===== src/rtl/register_bus_uart_pkg.sv =====
// Shared definitions for register_bus_uart: register map, status bit positions and FSM states.
package register_bus_uart_pkg;

    localparam logic [11:0] IDX_TX_DATA = 12'd0;
    localparam logic [11:0] IDX_STATUS  = 12'd1;
    localparam logic [11:0] IDX_RX_DATA = 12'd2;
    localparam logic [11:0] IDX_DIVISOR = 12'd3;
    localparam logic [11:0] IDX_HALT    = 12'd4095;

    localparam int STAT_FULL     = 0;
    localparam int STAT_BUSY     = 1;
    localparam int STAT_RX_VALID = 2;
    localparam int STAT_OVERRUN  = 3;

    typedef enum logic [1:0] {TX_IDLE, TX_START, TX_DATA, TX_STOP} tx_state_t;
    typedef enum logic [1:0] {RX_IDLE, RX_START, RX_DATA, RX_STOP} rx_state_t;

endpackage


===== src/rtl/register_bus_uart_sync_fifo.sv =====
// Synchronous FIFO with wrap-bit pointers; a push while full is accepted only alongside a pop.
module sync_fifo #(
    parameter int WIDTH = 8,
    parameter int DEPTH = 8
) (
    input  logic             clk,
    input  logic             reset,
    input  logic             push,
    input  logic             pop,
    input  logic [WIDTH-1:0] din,
    output logic [WIDTH-1:0] dout,
    output logic             full,
    output logic             empty
);

    localparam int          AW      = $clog2(DEPTH);
    localparam logic [AW:0] PTR_ONE = 1;

    logic [WIDTH-1:0] mem [DEPTH];
    logic [AW:0]      wr_ptr;
    logic [AW:0]      rd_ptr;
    logic             do_push;
    logic             do_pop;

    assign empty   = (wr_ptr == rd_ptr);
    assign full    = (wr_ptr[AW] != rd_ptr[AW]) && (wr_ptr[AW-1:0] == rd_ptr[AW-1:0]);
    assign dout    = mem[rd_ptr[AW-1:0]];
    assign do_pop  = pop && !empty;
    assign do_push = push && (!full || do_pop);

    always_ff @(posedge clk or negedge reset) begin
        if (!reset) begin
            wr_ptr <= '0;
            rd_ptr <= '0;
        end else begin
            if (do_push) wr_ptr <= wr_ptr + PTR_ONE;
            if (do_pop)  rd_ptr <= rd_ptr + PTR_ONE;
        end
    end

    // Storage needs no reset; the pointers alone define valid contents.
    always_ff @(posedge clk) begin
        if (do_push) mem[wr_ptr[AW-1:0]] <= din;
    end

endmodule


===== src/rtl/register_bus_uart.sv =====
// Register-mapped 8N1 UART: bus writes feed a TX FIFO and serial shifter.
// Define UART_RX_EN to include the receiver and its uart_rx port.
module register_bus_uart
    import register_bus_uart_pkg::*;
#(
    parameter logic [15:0] DIV_RESET  = 16'd434,
    parameter int          FIFO_DEPTH = 8
) (
    input  logic        clk,
    input  logic        reset,
    input  logic [11:0] register_index,
    input  logic        register_read,
    input  logic        register_write,
    input  logic [15:0] register_write_value,
    output logic [15:0] register_read_value,
    output logic        uart_tx,
`ifdef UART_RX_EN
    input  logic        uart_rx,
`endif
    output logic        halted
);

    logic        wr_tx;
    logic        wr_div;
    logic        wr_halt;
    logic        rd_status;
    logic        fifo_pop;
    logic        fifo_full;
    logic        fifo_empty;
    logic [7:0]  fifo_dout;
    logic [15:0] divisor;
    logic        overrun;
    logic        tx_busy;
    logic        rx_valid;
    logic        rx_overrun;
    logic [7:0]  rx_data;
    logic [15:0] status_word;
    logic [15:0] read_mux;

    tx_state_t   tx_state,  tx_state_n;
    logic [7:0]  tx_shift,  tx_shift_n;
    logic [2:0]  tx_bit,    tx_bit_n;
    logic [15:0] tx_timer,  tx_timer_n;
    logic        tx_line,   tx_line_n;

    assign wr_tx     = register_write && (register_index == IDX_TX_DATA);
    assign wr_div    = register_write && (register_index == IDX_DIVISOR);
    assign wr_halt   = register_write && (register_index == IDX_HALT);
    assign rd_status = register_read  && (register_index == IDX_STATUS);
    assign tx_busy   = !fifo_empty || (tx_state != TX_IDLE);
    assign uart_tx   = tx_line;

    sync_fifo #(
        .WIDTH (8),
        .DEPTH (FIFO_DEPTH)
    ) tx_fifo (
        .clk   (clk),
        .reset (reset),
        .push  (wr_tx),
        .pop   (fifo_pop),
        .din   (register_write_value[7:0]),
        .dout  (fifo_dout),
        .full  (fifo_full),
        .empty (fifo_empty)
    );

    always_comb begin
        status_word                = '0;
        status_word[STAT_FULL]     = fifo_full;
        status_word[STAT_BUSY]     = tx_busy;
        status_word[STAT_RX_VALID] = rx_valid;
        status_word[STAT_OVERRUN]  = overrun;
    end

    always_comb begin
        read_mux = '0;
        case (register_index)
            IDX_STATUS:  read_mux = status_word;
            IDX_RX_DATA: read_mux = {8'h00, rx_data};
            IDX_DIVISOR: read_mux = divisor;
            default:     read_mux = '0;
        endcase
    end

    // A new overrun event wins over the clear-on-read of the status register.
    always_ff @(posedge clk or negedge reset) begin
        if (!reset) begin
            divisor             <= DIV_RESET;
            halted              <= 1'b0;
            overrun             <= 1'b0;
            register_read_value <= '0;
        end else begin
            if (wr_div)        divisor <= (register_write_value == 16'd0) ? 16'd1 : register_write_value;
            if (wr_halt)       halted  <= 1'b1;
            overrun <= (overrun && !rd_status) || (wr_tx && fifo_full && !fifo_pop) || rx_overrun;
            if (register_read) register_read_value <= read_mux;
        end
    end

    always_ff @(posedge clk or negedge reset) begin
        if (!reset) begin
            tx_state <= TX_IDLE;
            tx_shift <= '0;
            tx_bit   <= '0;
            tx_timer <= '0;
            tx_line  <= 1'b1;
        end else begin
            tx_state <= tx_state_n;
            tx_shift <= tx_shift_n;
            tx_bit   <= tx_bit_n;
            tx_timer <= tx_timer_n;
            tx_line  <= tx_line_n;
        end
    end

    // The timer reloads from the live divisor at every bit boundary.
    always_comb begin
        tx_state_n = tx_state;
        tx_shift_n = tx_shift;
        tx_bit_n   = tx_bit;
        tx_timer_n = (tx_timer != 16'd0) ? tx_timer - 16'd1 : 16'd0;
        tx_line_n  = tx_line;
        fifo_pop   = 1'b0;
        case (tx_state)
            TX_IDLE: begin
                tx_line_n = 1'b1;
                if (!fifo_empty) begin
                    fifo_pop   = 1'b1;
                    tx_state_n = TX_START;
                    tx_shift_n = fifo_dout;
                    tx_timer_n = divisor - 16'd1;
                    tx_line_n  = 1'b0;
                end
            end
            TX_START: begin
                if (tx_timer == 16'd0) begin
                    tx_state_n = TX_DATA;
                    tx_bit_n   = 3'd0;
                    tx_timer_n = divisor - 16'd1;
                    tx_line_n  = tx_shift[0];
                end
            end
            TX_DATA: begin
                if (tx_timer == 16'd0) begin
                    tx_timer_n = divisor - 16'd1;
                    if (tx_bit == 3'd7) begin
                        tx_state_n = TX_STOP;
                        tx_line_n  = 1'b1;
                    end else begin
                        tx_bit_n   = tx_bit + 3'd1;
                        tx_shift_n = tx_shift >> 1;
                        tx_line_n  = tx_shift[1];
                    end
                end
            end
            TX_STOP: begin
                if (tx_timer == 16'd0) begin
                    tx_state_n = TX_IDLE;
                end
            end
            default: tx_state_n = TX_IDLE;
        endcase
    end

`ifdef UART_RX_EN
    logic        rd_rx;
    logic        rx_sync1;
    logic        rx_sync2;
    logic        rx_prev;
    logic        rx_load;
    rx_state_t   rx_state,  rx_state_n;
    logic [15:0] rx_timer,  rx_timer_n;
    logic [2:0]  rx_bit,    rx_bit_n;
    logic [7:0]  rx_shift,  rx_shift_n;

    assign rd_rx      = register_read && (register_index == IDX_RX_DATA);
    assign rx_overrun = rx_load && rx_valid;

    always_ff @(posedge clk or negedge reset) begin
        if (!reset) begin
            rx_sync1 <= 1'b1;
            rx_sync2 <= 1'b1;
            rx_prev  <= 1'b1;
            rx_state <= RX_IDLE;
            rx_timer <= '0;
            rx_bit   <= '0;
            rx_shift <= '0;
            rx_data  <= '0;
            rx_valid <= 1'b0;
        end else begin
            rx_sync1 <= uart_rx;
            rx_sync2 <= rx_sync1;
            rx_prev  <= rx_sync2;
            rx_state <= rx_state_n;
            rx_timer <= rx_timer_n;
            rx_bit   <= rx_bit_n;
            rx_shift <= rx_shift_n;
            if (rx_load) begin
                rx_data  <= rx_shift;
                rx_valid <= 1'b1;
            end else if (rd_rx) begin
                rx_valid <= 1'b0;
            end
        end
    end

    // Half a bit after the falling edge lands mid-start; later samples are a full bit apart.
    always_comb begin
        rx_state_n = rx_state;
        rx_timer_n = (rx_timer != 16'd0) ? rx_timer - 16'd1 : 16'd0;
        rx_bit_n   = rx_bit;
        rx_shift_n = rx_shift;
        rx_load    = 1'b0;
        case (rx_state)
            RX_IDLE: begin
                if (rx_prev && !rx_sync2) begin
                    rx_state_n = RX_START;
                    rx_timer_n = divisor >> 1;
                end
            end
            RX_START: begin
                if (rx_timer == 16'd0) begin
                    if (!rx_sync2) begin
                        rx_state_n = RX_DATA;
                        rx_bit_n   = 3'd0;
                        rx_timer_n = divisor - 16'd1;
                    end else begin
                        rx_state_n = RX_IDLE;
                    end
                end
            end
            RX_DATA: begin
                if (rx_timer == 16'd0) begin
                    rx_shift_n = {rx_sync2, rx_shift[7:1]};
                    rx_timer_n = divisor - 16'd1;
                    if (rx_bit == 3'd7) rx_state_n = RX_STOP;
                    else                rx_bit_n   = rx_bit + 3'd1;
                end
            end
            RX_STOP: begin
                if (rx_timer == 16'd0) begin
                    rx_state_n = RX_IDLE;
                    rx_load    = rx_sync2;
                end
            end
            default: rx_state_n = RX_IDLE;
        endcase
    end
`else
    assign rx_valid   = 1'b0;
    assign rx_data    = 8'h00;
    assign rx_overrun = 1'b0;
`endif

endmodule


===== config.mk =====
export PLATFORM = sky130hd
export DESIGN_NAME = register_bus_uart
export DESIGN_NICKNAME = d
export VERILOG_FILES = /design/src/rtl/register_bus_uart_pkg.sv /design/src/rtl/register_bus_uart_sync_fifo.sv /design/src/rtl/register_bus_uart.sv
export SDC_FILE = /design/constraint.sdc
export NUM_CORES = 1
export LEC_CHECK = 0
export CAP_MARGIN = 20
export CORE_ASPECT_RATIO = 1.1
export CORE_MARGIN = 2
export CORE_UTILIZATION = 58
export DETAILED_ROUTE_END_ITERATION = 6
export HOLD_SLACK_MARGIN = 0.1
export PLACE_DENSITY_LB_ADDON = 0.1
export SYNTH_ARGS = -nofsm -noshare
export SYNTH_HDL_FRONTEND = slang
export SYNTH_SLANG_ARGS = --single-unit

===== constraint.sdc =====
create_clock -name clk -period 3.1 [get_ports clk]
set_clock_uncertainty 0.05 [all_clocks]
set_input_delay 0.465 -clock clk [delete_from_list [all_inputs] [get_ports clk]]
set_output_delay 0.465 -clock clk [all_outputs]
set_load 0.02 [all_outputs]

Word level (Yosys, flattened, before mapping)
Memory sizes are Yosys's and may differ from the RTL's.
Cells that the tools add are included.
Operators by class
  mux-type cells: 29
  reduce and logical (&&, ||, !) cells: 31
  eq/ne operators: 16
  add/subtract/negate cells: 5
Operator list (number)
  two-way mux 16 bit: 4
  case mux 16 bit (2 select lines): 2
  logical NOT 16 bit: 2
  subtractor 16 x 1 -> 16 bit, second input constant: 2
  two-way mux 8 bit: 3
  case mux 8 bit (2 select lines): 1
  nonzero test 16 bit: 1
  equality test 12 x 1 -> 1 bit, second input constant: 1
  equality test 12 bit, second input constant: 1
  equality test 12 x 2 -> 1 bit, second input constant: 1
  logical NOT 12 bit: 1
  != test 2 bit, second input constant: 6
  logical AND 1 bit: 10
  two-way mux 2 bit: 5
  two-way mux 3 bit: 3
  adder 4 x 1 -> 4 bit, second input constant: 2
  two-way mux 1 bit: 8
  case mux 2 bit (4 select lines): 1
  AND reduction 4 bit: 2
  case mux 3 bit (2 select lines): 1
  nonzero test 2 bit: 3
  AND reduction 5 bit: 1
  equality test 2 bit, second input constant: 2
  equality test 4 bit: 1
  other kinds (12): 17
Storage, ports and cells
  RAM bits: 64
  logic and storage cells: 93
  memories: 1
  register bits: 72
Memory list
  tx_fifo.mem: depth 8, width 8, rd ports 1, clocked after memory_dff 0, write ports 1, line register_bus_uart_sync_fifo.sv:19  | logic [WIDTH-1:0] mem [DEPTH];

Logic depth before layout (Yosys ltp)
  depth in word-level cells: 8
  depth in mapped cells: 8
  mapped depth without buffers: 7

Hierarchy
From an unflattened synthesis, not the netlist that was laid out.
Second synthesis, totals
  cells, all modules: 459
  area total of the unflattened synthesis: 6622.6 µm²
By module, submodules not included
  register_bus_uart: area an instance 3534.6 µm², times used 1, cells each 309, sequential area each 1609.0 µm²
  sync_fifo: area an instance 3088.0 µm², times used 1, cells each 150, sequential area each 2122.0 µm²

Worst setup path after synthesis
No wires, ideal clock.
  path kind: input to register
  from: input port register_index[3]
  to: memory tx_fifo.mem[0][0], enable pin
  arrival: 2.030 ns
  path buffers: 0
  stages on the path: 5
  library setup time: 0.383 ns
  slack: 0.637 ns
  path through: nor4_1 > and4_1 > o21ai_1 > or2_2 > nor3_1
On the way
  cells in the longest elaborated chain, start to end: 5
Ends and longest elaborated chain
  from (decl): line register_bus_uart.sv:11  | input logic [11:0] register_index,
  logical NOT 12 bit: line register_bus_uart.sv:46  | assign wr_tx = register_write && (register_index == IDX_TX_DATA);
  logical AND 1 bit: line register_bus_uart.sv:46
  logical AND 1 bit: line register_bus_uart_sync_fifo.sv:29  | assign do_push = push && (!full || do_pop);
  two-way mux 1 bit: line register_bus_uart_sync_fifo.sv:43  | if (do_push) mem[wr_ptr[AW-1:0]] <= din;
  two-way mux 1 bit (not written as such): line register_bus_uart_sync_fifo.sv:43
  to (decl): line register_bus_uart_sync_fifo.sv:19
Every way passes these cells.

Final worst setup path
  from: input port register_index[9]
  to: memory tx_fifo.mem[0][4], enable pin
The elaborated chain is that of the path after synthesis.

==> out/qor.csv <==
stage;metric;value;unit
clocking;cts_buffers;17;
synthesis;synth_ff_type;dfrtp_1;
synthesis;synth_cell_types;60;
drt;ant_nets;0;
clocking;hold_buffers;1;
setup_path;critPathCaptureType;register;
floorplanning;rows;39;
layout;syn_to_final_growth;20.6;%
layout;finish.utilization;72.4;%
clocking;post_cts_buffers;0;
sta;slew_headroom;48.8;%
place;dp.cells;656;
layout;stdcell_count;689;
hold_path;min_path_type;register to register;
run;drv_cap;0;
floorplanning;core;0.0105;mm²
drt;post-route-drc-count;0;
sta;slew_viol_final;0;
layout;layout_common_cells;dfrtp_1 (66), edfxtp_1 (64), clkdlybuf4s50_1 (48), nand2_1 (44), inv_1 (27);
power_and_ir_drop;total_power;6.18;mW
power_and_ir_drop;netSwitchingPower;1.95;mW
floorplanning;die_w;103;µm
place;gp_congestion;0.829;
sta;hold_viol;0;
drt;via_count;3945;
place;dp_slack;0.325;ns
floorplanning;fp.dieH;113;µm
drt;wl;13200;µm
sta;setup_tns;0;ns
clocking;clk_path_buf_depth;2;
floorplanning;num_io_pins;50;
layout;mostFrequentLayoutCell;dfrtp_1;
power_and_ir_drop;cellPowerDensity;814;mW/mm²
grt;grt_pass1_vias;4082;
power_and_ir_drop;comb_power_share;31.8;%
clocking;clkTransAtPathRegs;0.06;ns
synthesis;synth_async_sr_flop_share;52.9;%
sta;holdWs;0.428;ns
power_and_ir_drop;seqPwrFrac;36.4;%
layout;diodes;0;
clocking;cts.sinks;136;
status;status;finished, final reports clean;
drt;dr.pass1.iters;5;
sta;grt_setup_unrepaired;no;
synthesis;yosys_warnings;0;
synthesis;synth_area;0.00630;mm²
grt;grt_first_pass_wirelength;21400;µm
sta;max_freq;423;MHz
drt;wl_per_cell;19.2;µm
grt;grt_antenna_before_repair;0;
clocking;cts_tree;built;
floorplanning;die_area;0.0117;mm²
layout;fin_nets;577;
synthesis;postSynthAreaPerCell;13.6;µm²
layout;final_cell_area;0.00760;mm²
synthesis;synth_seq_area_share;59.2;%
drt;drt_iter0_drc;202;
synthesis;synth_edf_count;64;
drt;viasPerCell;5.73;
layout;drive_above_1_share;20.0;%
grt;track_usage;24.9;%
synthesis;syn_nets;507;
clocking;clk_latency;0.42;ns
sta;setup-violations-final;0;
place;portBuffers;49;
setup_path;criticalPathCategory;primary input to register;
place;dpl.hpwl;8860;µm
grt;grt_overflow;0;
power_and_ir_drop;ir_drop;0.442;mV
sta;finalWorstSetupSlack;0.735;ns
sta;finalCritPeriodShare;76.3;%
grt;grt_max_degree;34;
power_and_ir_drop;sw_frac_of_total;31.5;%
power_and_ir_drop;intPower;4.23;mW
power_and_ir_drop;clock_power_share;31.7;%
power_and_ir_drop;p_leak;2.94;nW
clocking;cts-root-buf;clkbuf_16;
synthesis;synth-seq-cells;136;
clocking;ctsResizeCount;0;
setup_path;cp.required;3.17;ns
setup_path;arrival;2.44;ns
setup_path;path_max_fanout;8;
synthesis;synth_cells;463;
place;placed_area;0.00701;mm²
sta;worst_slew_pin_slew;0.767;ns
floorplanning;start_util;60.1;%
setup_path;cp-start-kind;primary input;
sta;finalCriticalPeriod;2.37;ns
clocking;htreeDepth;4;
## registers in the layout, summed over array words and instances, names as in the netlist
register             cells
tx_fifo.mem             64
divisor                 16
register_read_value     16
tx_timer                16
tx_shift                 8
tx_fifo.rd_ptr           4
tx_fifo.wr_ptr           4
tx_bit                   3
tx_state                 2
halted                   1
overrun                  1
uart_tx                  1
## path summary, 6_finish.rpt
check,from,to,slack [ns],depth (start not counted)
worst max register to register,tx_timer[0]$_DFF_PN0_,tx_state[1]$_DFFE_PN0P_,0.91,7
min in group asynchronous,reset,tx_bit[2]$_DFFE_PN0P_,0.61,2
worst min-delay path,halted$_DFFE_PN0P_,halted$_DFFE_PN0P_,0.43,2
worst min register to register,halted$_DFFE_PN0P_,halted$_DFFE_PN0P_,0.43,2
worst max-delay path,register_index[9],tx_fifo.mem[0][4]$_DFFE_PP_,0.73,7
max in group asynchronous,reset,divisor[1]$_DFFE_PN1P_,1.53,3
## synth_stat cells (3+ instances only)
| master | number | area share [%] |
|---|---|---|
| mux2_2 | 9 | 1.6 |
| clkbuf_1 | 6 | 0.36 |
| o21ai_1 | 10 | 0.79 |
| o22ai_1 | 10 | 0.99 |
| nor2_1 | 23 | 1.4 |
| o21ai_0 | 16 | 1.3 |
| buf_2 | 5 | 0.40 |
| nand4_1 | 5 | 0.50 |
| xnor2_1 | 24 | 3.3 |
| nor4_2 | 3 | 0.60 |
| mux2_1 | 10 | 1.8 |
| mux2i_1 | 8 | 1.3 |
| o221ai_1 | 3 | 0.42 |
| ha_1 | 12 | 2.4 |
| dfrtp_1 | 66 | 26 |
| o22ai_2 | 6 | 1.2 |
| dfstp_2 | 6 | 2.5 |
| nor3_1 | 11 | 0.87 |
| xor2_1 | 12 | 1.7 |
| a22o_1 | 4 | 0.56 |
| nor4_1 | 9 | 0.89 |
| mux2_4 | 8 | 1.9 |
| inv_1 | 27 | 1.6 |
| edfxtp_1 | 64 | 30 |
| nand2_1 | 44 | 2.6 |
| mux4_2 | 16 | 5.7 |
## layout make-up
cell class              instances  area [µm²]
well taps                     143         179
multi-input cells             284        2390
fillers                       677        2890
clock inverters                13         144
inverters                      27         101
flip-flops and latches        136        3730
clock buffers                  19         433
repair buffers                 67         623
## layer usage
| metal | GRT usage [%] | vias up | wire [µm] |
|---|---|---|---|
| met2 | 39.3 | 103 | 6560 |
| met1 | 34.3 | 1968 | 5840 |
| li1 | - | 1856 | - |
| met5 | 0 | - | 0 |
| met4 | 9.47 | 0 | 202 |
| met3 | 5.06 | 18 | 610 |
## power by group through the flow
stage / Sequential [mW] / Combinational, mW / Clock [mW]
floorplan: 2.24 / 1.57 / 0
global placement: 2.27 / 1.92 / 0
detailed placement: 2.28 / 1.96 / 0
CTS: 2.25 / 1.98 / 1.99
global route: 2.27 / 2.15 / 2.08
finish: 2.25 / 1.97 / 1.96
## kinds of logic (layout without fill, tap and decap cells)
| kind of cell | count (synthesis) | after routing | share of synthesized area (%) |
|---|---|---|---|
| flip-flops | 136 | 136 | 59.2 |
| AND/OR/NAND/NOR | 124 | 124 | 11.0 |
| AO/OA/AOI/OAI | 61 | 61 | 7.17 |
| multiplexers | 51 | 51 | 12.3 |
| buffers and inverters | 43 | 126 | 2.92 |
| XOR/XNOR | 36 | 36 | 5.00 |
| adder cells (fa/ha/maj) | 12 | 12 | 2.38 |
## worst max-delay path, cell delays in order
cell	delay [ns]
clkdlybuf4s50_1	0.42
nor4_1	0.36
and4_1	0.32
o21ai_1	0.15
or2_2	0.36
nor3_1	0.15
buf_4	0.21
(Power assumes the default switching activity.)
